==> src/rtl/mult_share_pkg.sv <==
// -----------------------------------------------------------------------------
// mult_share_pkg
// Shared definitions for the multiplier-sharing controller: the controller FSM
// state encoding and the operand/product widths of the shared multiplier.
// No ports (package).
// -----------------------------------------------------------------------------
package mult_share_pkg;

  localparam int OP_W   = 32;
  localparam int PROD_W = 64;

  typedef enum logic [1:0] {
    MS_IDLE = 2'd0,
    MS_CALC = 2'd1,
    MS_DONE = 2'd2
  } ms_state_e;

endpackage

==> src/rtl/WallaceTreeMulti.sv <==
// -----------------------------------------------------------------------------
// WallaceTreeMulti
// Combinational 32x32 signed multiplier producing the full 64-bit
// two's-complement product. Synthesis maps the multiply onto a
// partial-product reduction tree.
// Ports:
//   a_i       in  32  signed multiplicand
//   b_i       in  32  signed multiplier
//   product_o out 64  signed product a_i*b_i
// -----------------------------------------------------------------------------
module WallaceTreeMulti (
  input  logic signed [31:0] a_i,
  input  logic signed [31:0] b_i,
  output logic signed [63:0] product_o
);

  // Sign-extending both operands to 64 bits makes the low 64 bits of the
  // unsigned product equal to the exact signed product.
  assign product_o = {{32{a_i[31]}}, a_i} * {{32{b_i[31]}}, b_i};

endmodule

==> src/rtl/mult_share_arb.sv <==
// -----------------------------------------------------------------------------
// mult_share_arb
// NUM_REQ-way arbiter for the shared multiplier.
// Macro MULT_SHARE_RR_EN: defined -> round-robin (pointer moves to one past
// the last granted index); undefined -> fixed priority, lowest index wins.
// Ports:
//   clk         in  1        clock
//   rst         in  1        synchronous active-high reset (clears pointer)
//   req_i       in  NUM_REQ  request vector
//   en_i        in  1        grants allowed this cycle
//   advance_i   in  1        a grant was taken; move the RR pointer
//   grant_o     out NUM_REQ  one-hot grant
//   grant_idx_o out ID_W     encoded grant index (0 when no grant)
// -----------------------------------------------------------------------------
module mult_share_arb
  import mult_share_pkg::*;
#(
  parameter int NUM_REQ = 4,
  parameter int ID_W    = 2
) (
  input  logic               clk,
  input  logic               rst,
  input  logic [NUM_REQ-1:0] req_i,
  input  logic               en_i,
  input  logic               advance_i,
  output logic [NUM_REQ-1:0] grant_o,
  output logic [ID_W-1:0]    grant_idx_o
);

  logic found;

`ifdef MULT_SHARE_RR_EN

  logic [ID_W-1:0] ptr_q, ptr_d;
  logic [ID_W:0]   cand;
  logic [ID_W-1:0] candIdx;

  // Scan requesters starting at the pointer, wrapping modulo NUM_REQ; the
  // extra bit in cand keeps the sum from overflowing before the wrap.
  always_comb begin
    found       = 1'b0;
    grant_idx_o = '0;
    cand        = '0;
    candIdx     = '0;
    for (int k = 0; k < NUM_REQ; k++) begin
      cand = {1'b0, ptr_q} + (ID_W+1)'(k);
      if (cand >= (ID_W+1)'(NUM_REQ)) cand = cand - (ID_W+1)'(NUM_REQ);
      candIdx = cand[ID_W-1:0];
      if (!found && en_i && req_i[candIdx]) begin
        found       = 1'b1;
        grant_idx_o = candIdx;
      end
    end
    grant_o = found ? (NUM_REQ'(1) << grant_idx_o) : '0;
  end

  always_comb begin
    ptr_d = ptr_q;
    if (advance_i) begin
      ptr_d = (grant_idx_o == ID_W'(NUM_REQ-1)) ? '0 : grant_idx_o + 1'b1;
    end
  end

  always_ff @(posedge clk) begin
    if (rst) ptr_q <= '0;
    else     ptr_q <= ptr_d;
  end

`else

  // No pointer state in fixed-priority mode.
  logic unused_ok;
  assign unused_ok = ^{clk, rst, advance_i};

  always_comb begin
    found       = 1'b0;
    grant_idx_o = '0;
    for (int i = 0; i < NUM_REQ; i++) begin
      if (!found && en_i && req_i[i]) begin
        found       = 1'b1;
        grant_idx_o = ID_W'(i);
      end
    end
    grant_o = found ? (NUM_REQ'(1) << grant_idx_o) : '0;
  end

`endif

endmodule

==> src/rtl/mult_share_ctrl.sv <==
// -----------------------------------------------------------------------------
// mult_share_ctrl
// Shares one WallaceTreeMulti among NUM_REQ requesters. The winning operands
// are registered into the multiplier, the product is captured one cycle later
// and returned on a tagged response port with backpressure.
// Macro MULT_SHARE_RR_EN selects round-robin (defined) or fixed-priority
// (undefined) arbitration inside mult_share_arb.
// Ports:
//   clk          in  1           clock
//   rst          in  1           synchronous active-high reset
//   req_valid    in  NUM_REQ     operand-valid per requester
//   req_ready    out NUM_REQ     one-hot grant
//   req_a/req_b  in  NUM_REQ*32  packed signed operands, requester i at [32i+:32]
//   resp_valid   out 1           product available
//   resp_ready   in  1           consumer accepts product
//   resp_id      out ID_W        owner of the product
//   resp_result  out 64          signed product
// -----------------------------------------------------------------------------
module mult_share_ctrl
  import mult_share_pkg::*;
#(
  parameter int NUM_REQ = 4,
  parameter int ID_W    = 2
) (
  input  logic                    clk,
  input  logic                    rst,
  input  logic [NUM_REQ-1:0]      req_valid,
  output logic [NUM_REQ-1:0]      req_ready,
  input  logic [NUM_REQ*OP_W-1:0] req_a,
  input  logic [NUM_REQ*OP_W-1:0] req_b,
  output logic                    resp_valid,
  input  logic                    resp_ready,
  output logic [ID_W-1:0]         resp_id,
  output logic [PROD_W-1:0]       resp_result
);

  ms_state_e              state_q, state_d;
  logic signed [OP_W-1:0] opA_q, opA_d, opB_q, opB_d;
  logic [ID_W-1:0]        id_q, respId_q;
  logic [PROD_W-1:0]      result_q;
  logic signed [PROD_W-1:0] product;
  logic                   arbEn, anyGrant;
  logic [NUM_REQ-1:0]     grant;
  logic [ID_W-1:0]        grantIdx;

  // Grants only when nothing is in flight, or when the pending response
  // leaves this very cycle; reset suppresses grants.
  assign arbEn = !rst && ((state_q == MS_IDLE) ||
                          ((state_q == MS_DONE) && resp_ready));

  mult_share_arb #(
    .NUM_REQ(NUM_REQ),
    .ID_W   (ID_W)
  ) u_arb (
    .clk        (clk),
    .rst        (rst),
    .req_i      (req_valid),
    .en_i       (arbEn),
    .advance_i  (anyGrant),
    .grant_o    (grant),
    .grant_idx_o(grantIdx)
  );

  assign anyGrant  = |grant;
  assign req_ready = grant;

  always_comb begin
    opA_d = opA_q;
    opB_d = opB_q;
    for (int i = 0; i < NUM_REQ; i++) begin
      if (grant[i]) begin
        opA_d = req_a[i*OP_W +: OP_W];
        opB_d = req_b[i*OP_W +: OP_W];
      end
    end
  end

  WallaceTreeMulti u_mult (
    .a_i      (opA_q),
    .b_i      (opB_q),
    .product_o(product)
  );

  always_comb begin
    state_d = state_q;
    unique case (state_q)
      MS_IDLE: if (anyGrant) state_d = MS_CALC;
      MS_CALC: state_d = MS_DONE;
      MS_DONE: if (resp_ready) state_d = anyGrant ? MS_CALC : MS_IDLE;
      default: state_d = MS_IDLE;
    endcase
  end

  // The response id is held separately from the operand id so a grant in
  // DONE can load the next owner without disturbing the visible response.
  always_ff @(posedge clk) begin
    if (rst) begin
      state_q  <= MS_IDLE;
      opA_q    <= '0;
      opB_q    <= '0;
      id_q     <= '0;
      respId_q <= '0;
      result_q <= '0;
    end else begin
      state_q <= state_d;
      opA_q   <= opA_d;
      opB_q   <= opB_d;
      if (anyGrant) id_q <= grantIdx;
      if (state_q == MS_CALC) begin
        result_q <= product;
        respId_q <= id_q;
      end
    end
  end

  assign resp_valid  = (state_q == MS_DONE);
  assign resp_id     = respId_q;
  assign resp_result = result_q;

endmodule

==> config.mk <==
export PLATFORM = sky130hd
export DESIGN_NAME = mult_share_ctrl
export DESIGN_NICKNAME = d
export VERILOG_FILES = /design/src/rtl/mult_share_pkg.sv /design/src/rtl/WallaceTreeMulti.sv /design/src/rtl/mult_share_arb.sv /design/src/rtl/mult_share_ctrl.sv
export SDC_FILE = /design/constraint.sdc
export NUM_CORES = 2
export LEC_CHECK = 0
export BUFFER_PORTS_ARGS = -buffer_cell sky130_fd_sc_hd__buf_4
export CAP_MARGIN = 10
export CORE_MARGIN = 5
export CORE_UTILIZATION = 25
export CTS_CLUSTER_SIZE = 8
export DETAILED_ROUTE_END_ITERATION = 8
export GPL_ROUTABILITY_DRIVEN = 0
export PLACE_DENSITY = 0.48
export SYNTH_ARGS = -nofsm -noshare
export SYNTH_HDL_FRONTEND = slang
export SYNTH_SLANG_ARGS = --single-unit
==> constraint.sdc <==
create_clock -name clk -period 20.4 [get_ports clk]
set_clock_uncertainty 0.2 [all_clocks]
set_input_delay 5.1 -clock clk [delete_from_list [all_inputs] [get_ports clk]]
set_output_delay 5.1 -clock clk [all_outputs]
set_load 0.02 [all_outputs]
==> out/metrics.cfg <==
[cells_and_area]
layout_commonest_cell=fa_1
final_nets=6341
areaGrowthSynthToFinish_pct=12.6
final_layout_size_suffix_gt1_frac=0.0962
layout_common_cells=fa_1, inv_1, nand2_1
final_area_sq_mm=0.0479
final_core_util=0.283
fillers=18000
diodes=0

[worst_setup_path]
worstSetupEndpointType=output port
critPathKind=in2out
startpoint_type=input port
crit_fanout=42
critical_path_required_ps=15100
cp.arrival_ps=7010

[worst_hold_path]
hp-class=reg2reg

[yosys]
synth_top_area_frac=0.509
synth_edf_count=0
syn_area_sq_mm=0.0426
synth_cell_type_count=66
syn_avg_cell_area_sq_um=9.08
synth_seq_cells=134
synth_nets=6216
async_flop_share=0
netlist_instances=4687
seq_area_frac_synth=0.0630
yosysWarnings=0
synth_ff_type=dfxtp_1
synthTopCellsByArea=fa_1, inv_1, and2_1
synth_top_cell_by_area=fa_1

[routing]
dr_wl_met3_um=5760
viasPerCell=4.55
drc=0
wl_per_cell_um=20.0
wl_met1_um=63300
ant_nets=0
top_layer=met4
routed-wl-met2_um=69500
vias=32000
finalWirelength_um=141000
first_pass_iters=6
drtIter0Drc=1921

[global_routing]
antenna_found_initial=10
gr-usage-all-layers=0.160
grt_pass1_vias=35100
overflow=0
grt_pass1_wl_um=221000
grt_start_max_net_pins=89

[placement]
portBuffers=333
dp_hpwl_um=113000
placed_cell_area_sq_mm=0.0473

[floorplan]
die_h_um=423
die_x_um=423
initial_core_util=0.251
dieArea_sq_mm=0.179
core_sq_mm=0.169
io_pins=334
num_rows=151

[power]
p_leak_uw=0.0236
internal-power_uw=2500
p_per_area_mw_per_mm2=126
combinationalPowerShare=0.878
p_sw_frac=0.586
p_sw_uw=3530
ir_worst_vdd_mv=0.197
p_seq_frac=0.064
power_frac_clock=0.058

[timing]
fmax_ghz=0.0813
setup_viol=0
hold_viol=0
worstMarginPinSlew_ps=1120
fin_crit_sh=0.603
rsz0062_at_grt=false
slew_viol_final=0
finalSetupTns_ps=0
slew_headroom=0.250
min_period_ps=12310
holdWs_ps=254

[clock_tree]
ctsResizeCount=0
clockRootBuffer=clkbuf_16
hold_buffers=0
cts_buffers=17
clock_path_buffers=2
htree_levels=4
clk_pin_slew_ps=70
cts.sinks=134
insertion_delay_ps=480
post_cts.repair.setup_buffers=0
cts_tree=built

[status]
status=finished clean

[job]
cap_violations=0

## worst max-delay path, cell delays in order
cell and delay (ps):
buf_4 190, a211oi_1 720, nand3_4 550, inv_1 250
buf_4 170
## power groups by stage
stage / sequential, uW / combinational [uW] / clock [uW]
2_1_floorplan: 380 / 3500 / 0
3_3_place_gp: 392 / 5310 / 0
3_5_place_dp: 393 / 5280 / 0
4_1_cts: 387 / 5360 / 356
5_1_grt: 394 / 5910 / 366
6_report: 388 / 5290 / 348
## metal layers
metal / GRT usage / up-vias
met4: 0.0309 / 0
met3: 0.0159 / 105
met2: 0.274 / 683
li1: - / 14200
met5: 0 / -
met1: 0.221 / 17000
## Yosys cell counts (2+ instances only)
master,number
or2_2,2
nor3_1,15
nor4b_1,2
a311o_1,3
o21a_1,7
nor3b_1,5
a21o_1,35
nand2b_1,11
o2111ai_1,2
o21ai_0,26
a2111oi_0,2
xnor2_1,41
nand4_1,10
o22ai_1,2
nor2_1,190
a22o_1,2
clkbuf_1,282
nand3_1,23
or3_1,8
nor2b_1,10
and2_1,516
inv_1,954
o31ai_1,5
a21oi_1,184
a211o_1,4
nand2_1,621
a31oi_1,9
and3_1,14
dfxtp_1,134
a221oi_1,3
o311ai_1,2
ha_1,184
o21ai_1,12
xor2_1,19
mux2i_1,67
buf_1,10
a311oi_1,4
o211ai_1,5
fa_1,1082
a211oi_1,138
nand3b_1,5
o21bai_1,11
or4_1,2
nor4_1,2
## layout make-up
type	instances	area, sq um	share of cell area
clock buffer	17	425	0.00888
clock inverter	15	204	0.00425
inverter	954	3580	0.0747
multi-input combinational	3307	35300	0.735
sequential	134	2710	0.0564
tap	2218	2780	0.0579
timing repair buffer	398	2990	0.0623
## per-stage QoR
stage,power [uW],setup WS [ps],instances
floorplan,3880,8540,4687
global route,6670,7970,7043
CTS,6100,8120,7043
detailed placement,5670,8100,7011
global placement,5700,8100,7011
finish,6030,8090,7043
## cell families (layout without fill, tap and decap cells)
| logic type | Yosys count | after routing | synth area share |
|---|---|---|---|
| muxes | 67 | 67 | 0.0158 |
| adders and majority gates | 1266 | 1266 | 0.563 |
| and+or+nand+nor | 1444 | 1444 | 0.165 |
| AOI/OAI and AO/OA | 470 | 470 | 0.0715 |
| xor gates and xnor gates | 60 | 60 | 0.0123 |
| buffers and inverters | 1246 | 1384 | 0.110 |
| DFF | 134 | 134 | 0.0630 |
## flip-flops by register name (all words and copies together), names as in the netlist
signal,cells
opA_q,32
opB_q,32
state_q,2
resp_id,2
id_q,2
resp_result,64
## final timing paths
check | from | end | slack [ps] | cells after the start
worst max register to register | opA_q[31] | resp_result[62] | 10970 | 27
worst min register to register | resp_result[26] | resp_result[26] | 250 | 2
worst max-delay path | rst | req_ready[2] | 8090 | 5
worst min-delay path | resp_result[26] | resp_result[26] | 250 | 2
(Power assumes the default switching activity.)
